--- src/rtl/piso_pkg.sv ---
// Shared types and constants for the parallel-in/serial-out transmitter.
package piso_pkg;

  typedef enum logic [1:0] {IDLE, SHIFT, GAP} piso_state_t;

  localparam int DEFAULT_WIDTH = 9;
  localparam int GAP_W         = 4;

endpackage

--- src/rtl/piso_tx.sv ---
// Parallel-in/serial-out transmitter: valid/ready word input, MSB-first serial
// output with bit-valid strobe and first/last framing, one-word holding register.
module piso_tx
  import piso_pkg::*;
#(
  parameter int WIDTH      = DEFAULT_WIDTH,
  parameter int GAP_CYCLES = 0
) (
  input  logic             clk,
  input  logic             clear,
  input  logic [WIDTH-1:0] pi_data,
  input  logic             pi_valid,
  output logic             pi_ready,
  output logic             so,
  output logic             so_valid,
  output logic             so_first,
  output logic             so_last,
  output logic             busy
);

  localparam int                CNT_W    = $clog2(WIDTH);
  localparam logic [CNT_W-1:0]  TOP_BIT  = CNT_W'(WIDTH - 1);
  localparam logic [GAP_W-1:0]  GAP_LAST = GAP_W'((GAP_CYCLES > 0) ? GAP_CYCLES - 1 : 0);

  piso_state_t      state_q, state_d;
  logic [WIDTH-1:0] shreg_q, shreg_d;
  logic [WIDTH-1:0] hold_q, hold_d;
  logic             hold_full_q, hold_full_d;
  logic [CNT_W-1:0] bitcnt_q, bitcnt_d;
  logic [GAP_W-1:0] gapcnt_q, gapcnt_d;

  logic so_q, so_d;
  logic so_valid_q, so_valid_d;
  logic so_first_q, so_first_d;
  logic so_last_q, so_last_d;
  logic busy_q, busy_d;

  logic accept;
  logic word_done;
  logic load_slot;

  assign pi_ready = !hold_full_q && !clear;
  assign accept   = pi_valid && pi_ready;

  always_ff @(posedge clk) begin
    if (clear) begin
      state_q     <= IDLE;
      shreg_q     <= '0;
      hold_q      <= '0;
      hold_full_q <= 1'b0;
      bitcnt_q    <= '0;
      gapcnt_q    <= '0;
      so_q        <= 1'b0;
      so_valid_q  <= 1'b0;
      so_first_q  <= 1'b0;
      so_last_q   <= 1'b0;
      busy_q      <= 1'b0;
    end else begin
      state_q     <= state_d;
      shreg_q     <= shreg_d;
      hold_q      <= hold_d;
      hold_full_q <= hold_full_d;
      bitcnt_q    <= bitcnt_d;
      gapcnt_q    <= gapcnt_d;
      so_q        <= so_d;
      so_valid_q  <= so_valid_d;
      so_first_q  <= so_first_d;
      so_last_q   <= so_last_d;
      busy_q      <= busy_d;
    end
  end

  always_comb begin
    state_d     = state_q;
    shreg_d     = shreg_q;
    hold_d      = hold_q;
    hold_full_d = hold_full_q;
    bitcnt_d    = bitcnt_q;
    gapcnt_d    = gapcnt_q;
    word_done   = (state_q == SHIFT) && (bitcnt_q == '0);
    // Edges where the shifter is free: a waiting word wins, else a fresh accept loads directly.
    load_slot   = (state_q == IDLE) || (word_done && (GAP_CYCLES == 0)) ||
                  ((state_q == GAP) && (gapcnt_q == GAP_LAST));
    if (load_slot) begin
      if (hold_full_q) begin
        shreg_d     = hold_q;
        hold_full_d = 1'b0;
        bitcnt_d    = TOP_BIT;
        state_d     = SHIFT;
      end else if (accept) begin
        shreg_d  = pi_data;
        bitcnt_d = TOP_BIT;
        state_d  = SHIFT;
      end else begin
        shreg_d  = '0;
        bitcnt_d = '0;
        state_d  = IDLE;
      end
    end else begin
      if (accept) begin
        hold_d      = pi_data;
        hold_full_d = 1'b1;
      end
      case (state_q)
        SHIFT: begin
          if (word_done) begin
            state_d  = GAP;
            gapcnt_d = '0;
            shreg_d  = '0;
          end else begin
            shreg_d  = shreg_q << 1;
            bitcnt_d = bitcnt_q - CNT_W'(1);
          end
        end
        GAP:     gapcnt_d = gapcnt_q + GAP_W'(1);
        default: ;
      endcase
    end
  end

  always_comb begin
    so_d       = 1'b0;
    so_valid_d = 1'b0;
    so_first_d = 1'b0;
    so_last_d  = 1'b0;
    busy_d     = (state_d != IDLE) || hold_full_d;
    if (state_d == SHIFT) begin
      so_d       = shreg_d[WIDTH-1];
      so_valid_d = 1'b1;
      so_first_d = (bitcnt_d == TOP_BIT);
      so_last_d  = (bitcnt_d == '0);
    end
  end

  assign so       = so_q;
  assign so_valid = so_valid_q;
  assign so_first = so_first_q;
  assign so_last  = so_last_q;
  assign busy     = busy_q;

endmodule

--- config.mk ---
export PLATFORM = sky130hd
export DESIGN_NAME = piso_tx
export DESIGN_NICKNAME = d
export VERILOG_FILES = /design/src/rtl/piso_pkg.sv /design/src/rtl/piso_tx.sv
export SDC_FILE = /design/constraint.sdc
export NUM_CORES = 1
export LEC_CHECK = 0
export BUFFER_PORTS_ARGS = -buffer_cell sky130_fd_sc_hd__buf_2
export CORE_MARGIN = 5
export CORE_UTILIZATION = 45
export CTS_CLUSTER_SIZE = 14
export DETAILED_ROUTE_END_ITERATION = 8
export PLACE_DENSITY = 0.72
export SLEW_MARGIN = 20
export SYNTH_ARGS = -nofsm -noshare
export SYNTH_HDL_FRONTEND = slang
export SYNTH_SLANG_ARGS = --single-unit
--- constraint.sdc ---
create_clock -name clk -period 2.8 [get_ports clk]
set_input_delay 0.28 -clock clk [delete_from_list [all_inputs] [get_ports clk]]
set_output_delay 0.28 -clock clk [all_outputs]
set_load 0.01 [all_outputs]
==> metrics.md <==
| Metric | Value |
|---|---|
| Grt total ovfl | 0 |
| Antenna Cells | 0 |
| Fmax | 428.5 MHz |
| Final net count | 202 |
| Most frequent cell after synthesis | dfxtp_1 |
| Net Sw Frac | 0.2056 |
| Power Total | 1.043 mW |
| Clock sinks | 34 |
| Top cells by count, synth | 34 x dfxtp_1, 15 x a21oi_1, 15 x nor3_1, 12 x nand3_1, 10 x nor2_1 |
| First-pass DRT Iterations | 4 |
| Top area cells in the synthesized netlist | dfxtp_1 44%, a21oi_1 4.8%, nor3_1 4.8%, a221o_1 4.5%, nand3_1 3.9% |
| Switch Pwr | 0.2144 mW |
| CP Max Fanout | 20 |
| Area grow syn2layout | 13.78% |
| Hold-fix buffers at CTS | 0 |
| Max Clock Skew | 17.73 ps |
| RSZ-0062 raised after global routing | no |
| Die height | 68.74 µm |
| Hold Crit Class | input port to flip-flop |
| Final period util | 0.8335 |
| Clock Path Buffers | 2 |
| WHS Path Cells | 3 |
| Post-synthesis register bit count | 34 |
| Status | finished clean |
| Vias in the first global route | 1,301 |
| DR vias/cell | 5.738 |
| H-tree depth | 2 |
| Initial Util | 0.4653 |
| GPL Wtd Cong | 0.7902 |
| Initial antenna violation count | 0 |
| Internal | 0.8284 mW |
| Peak supply drop | 301.8 µV |
| TNS Setup | 0 ps |
| Fraction of layout cells with a size suffix above 1 | 0.1658 |
| Syn Inst Count | 172 |
| Leak pwr | 0.6514 nW |
| Mapped cell area | 1553 µm² |
| Gate power share | 0.073 |
| Total Wirelength | 3281 µm |
| Worst setup path class | flip-flop to flip-flop |
| Port buffer count | 17 |
| Largest net degree at the start of global routing | 38 |
| Clock-pin slew on the worst setup and hold paths | 110 ps |
| Post-synth ARST share | 0 |
| Tmin final | 2334 ps |
| Rows | 21 |
| Area share of the largest cell type after synthesis | 0.4384 |
| YS warnings | 0 |
| Distinct cells, synth | 39 |
| Antenna Nets Post-Route | 0 |
| Starting DRT DRC Count | 78 |
| Slew Viols, Final | 0 |
| Critical Path RT | 3070 ps |
| Fin area | 1767 µm² |
| DRC Markers | 0 |
| # resized after CTS | 0 |
| Vias | 1,337 |
| Detailed Place HPWL | 2330 µm |
| R2R depth | 6 |
| CTS buffer count | 5 |
| Crit. End Element | flip-flop |
| Rel. slew slack | 0.4068 |
| Crit path DAT | 2610 ps |
| Worst skew pair latency | 330 ps |
| First-pass GRT wire length | 5789 µm |
| Placed cell area | 1655 µm² |
| Hold Vio Cnt, Final | 0 |
| Yosys top cell by area | dfxtp_1 |
| Slew @ Worst Pin | 883.0 ps |
| Clock power share | 0.444 |
| Sequential share of the synthesized area | 0.4384 |
| CTS tree | yes |
| Drt wl/cell | 14.08 µm |
| Die Wd | 68.74 µm |
| Number of flops mapped to enable cells by yosys | 0 |
| Finished Core Util | 0.5294 |
| Synthesized Nets | 188 |
| GRT Total Usage | 0.1629 |
| Pwr dens | 590.2 nW/µm² |
| MaxCap Viol Count | 0 |
| Total Die Area | 4725 µm² |
| Total I/O pin count | 18 |
| Top FF cell, synth | dfxtp_1 |
| Post-CTS Setup Inserts | 0 |
| Startpoint types | flip-flop |
| Core Region | 3337 µm² |
| Share of power burned in registers | 0.483 |
| Synthesized area per cell | 9.028 µm² |
| Clock Tree Root | clkbuf_4 |
| Endpoints failing setup | 0 |
-- worst max-delay path: stages (launching register included) --
cell and delay (ps):
dfxtp_1 330, inv_1 140, ha_1 210, or4b_4 500
a22o_1 490, or3_1 460, a21oi_1 160
-- kinds of logic (layout without fill, tap and decap cells) --
group	count (synthesis)	in the layout	share of synthesized area
adders and majority gates	4	4	0.03223
AOI/OAI and AO/OA	50	50	0.2281
muxes	1	1	0.006447
and+or+nand+nor	58	58	0.2087
xor gates and xnor gates	6	6	0.03384
buffers and inverters	19	34	0.05238
DFF	34	34	0.4384
-- cells in the final DEF (no fill, tap or decap), types with 2 or more instances in the layout --
cell,synthesis,layout
nor2_1,10,10
a21oi_1,15,15
o21ai_0,9,9
buf_4,0,2
dfxtp_1,34,34
bufinv_16,0,2
a22o_1,2,2
buf_2,2,17
xnor2_1,4,4
xor2_1,2,2
nand2b_1,2,2
nor4b_1,2,2
nand3_1,12,12
nor3b_1,3,3
clkbuf_4,0,5
a22oi_1,8,8
nor3_1,15,15
nor4_1,2,2
nand2_1,5,5
inv_1,7,7
ha_1,4,4
a221o_1,7,7
-- power by group through the flow --
stage | clock [mW] | sequential (mW) | combinational [mW]
3_5_place_dp | 0 | 0.514 | 0.0761
5_1_grt | 0.501 | 0.505 | 0.0854
4_1_cts | 0.473 | 0.503 | 0.0765
2_1_floorplan | 0 | 0.512 | 0.0526
3_3_place_gp | 0 | 0.514 | 0.0739
6_report | 0.463 | 0.503 | 0.0765
-- cell type report --
| type | instances | area, µm² |
|---|---|---|
| tap | 46 | 57.56 |
| timing repair buffer | 19 | 100.1 |
| clock buffer | 6 | 51.30 |
| fill | 335 | 1570 |
| clock inverter | 2 | 60.06 |
| sequential | 34 | 680.7 |
| multi-input combinational | 119 | 790.8 |
| inverter | 7 | 26.28 |
-- worst paths after layout --
path / from / end / slack (ps)
worst min register to register: hold_q[6] / hold_q[6] / 480
worst max-delay path: bitcnt_q[0] / so / 470
worst max register to register: bitcnt_q[0] / so / 470
worst min-delay path: pi_data[1] / hold_q[1] / 200
-- metal layers --
metal,routed length [µm],track usage,up-vias
met3,214,0.04538,4
met1,1524,0.2100,619
met5,0,0,-
met4,40,0.09246,0
met2,1502,0.2431,49
li1,-,-,665
-- sequential cells by signal, indices dropped and copies added, names as in the netlist, 2 cells and up --
| name | flops |
|---|---|
| bitcnt_q | 4 |
| state_q | 2 |
| hold_q | 9 |
| gapcnt_q | 4 |
| shreg_q | 9 |
-- through the flow --
stage | hold WS, ps | cells | worst slack, ps
after floorplan | 427.7 | 172 | 867.2
after global placement | 457.7 | 225 | 580.8
after detailed placement | 467.9 | 225 | 494.7
after CTS | 190.8 | 233 | 479.5
after global routing | 195.5 | 233 | 358.3
final | 202.8 | 233 | 466.2
Note: power is estimated with default switching activity, not from simulation.
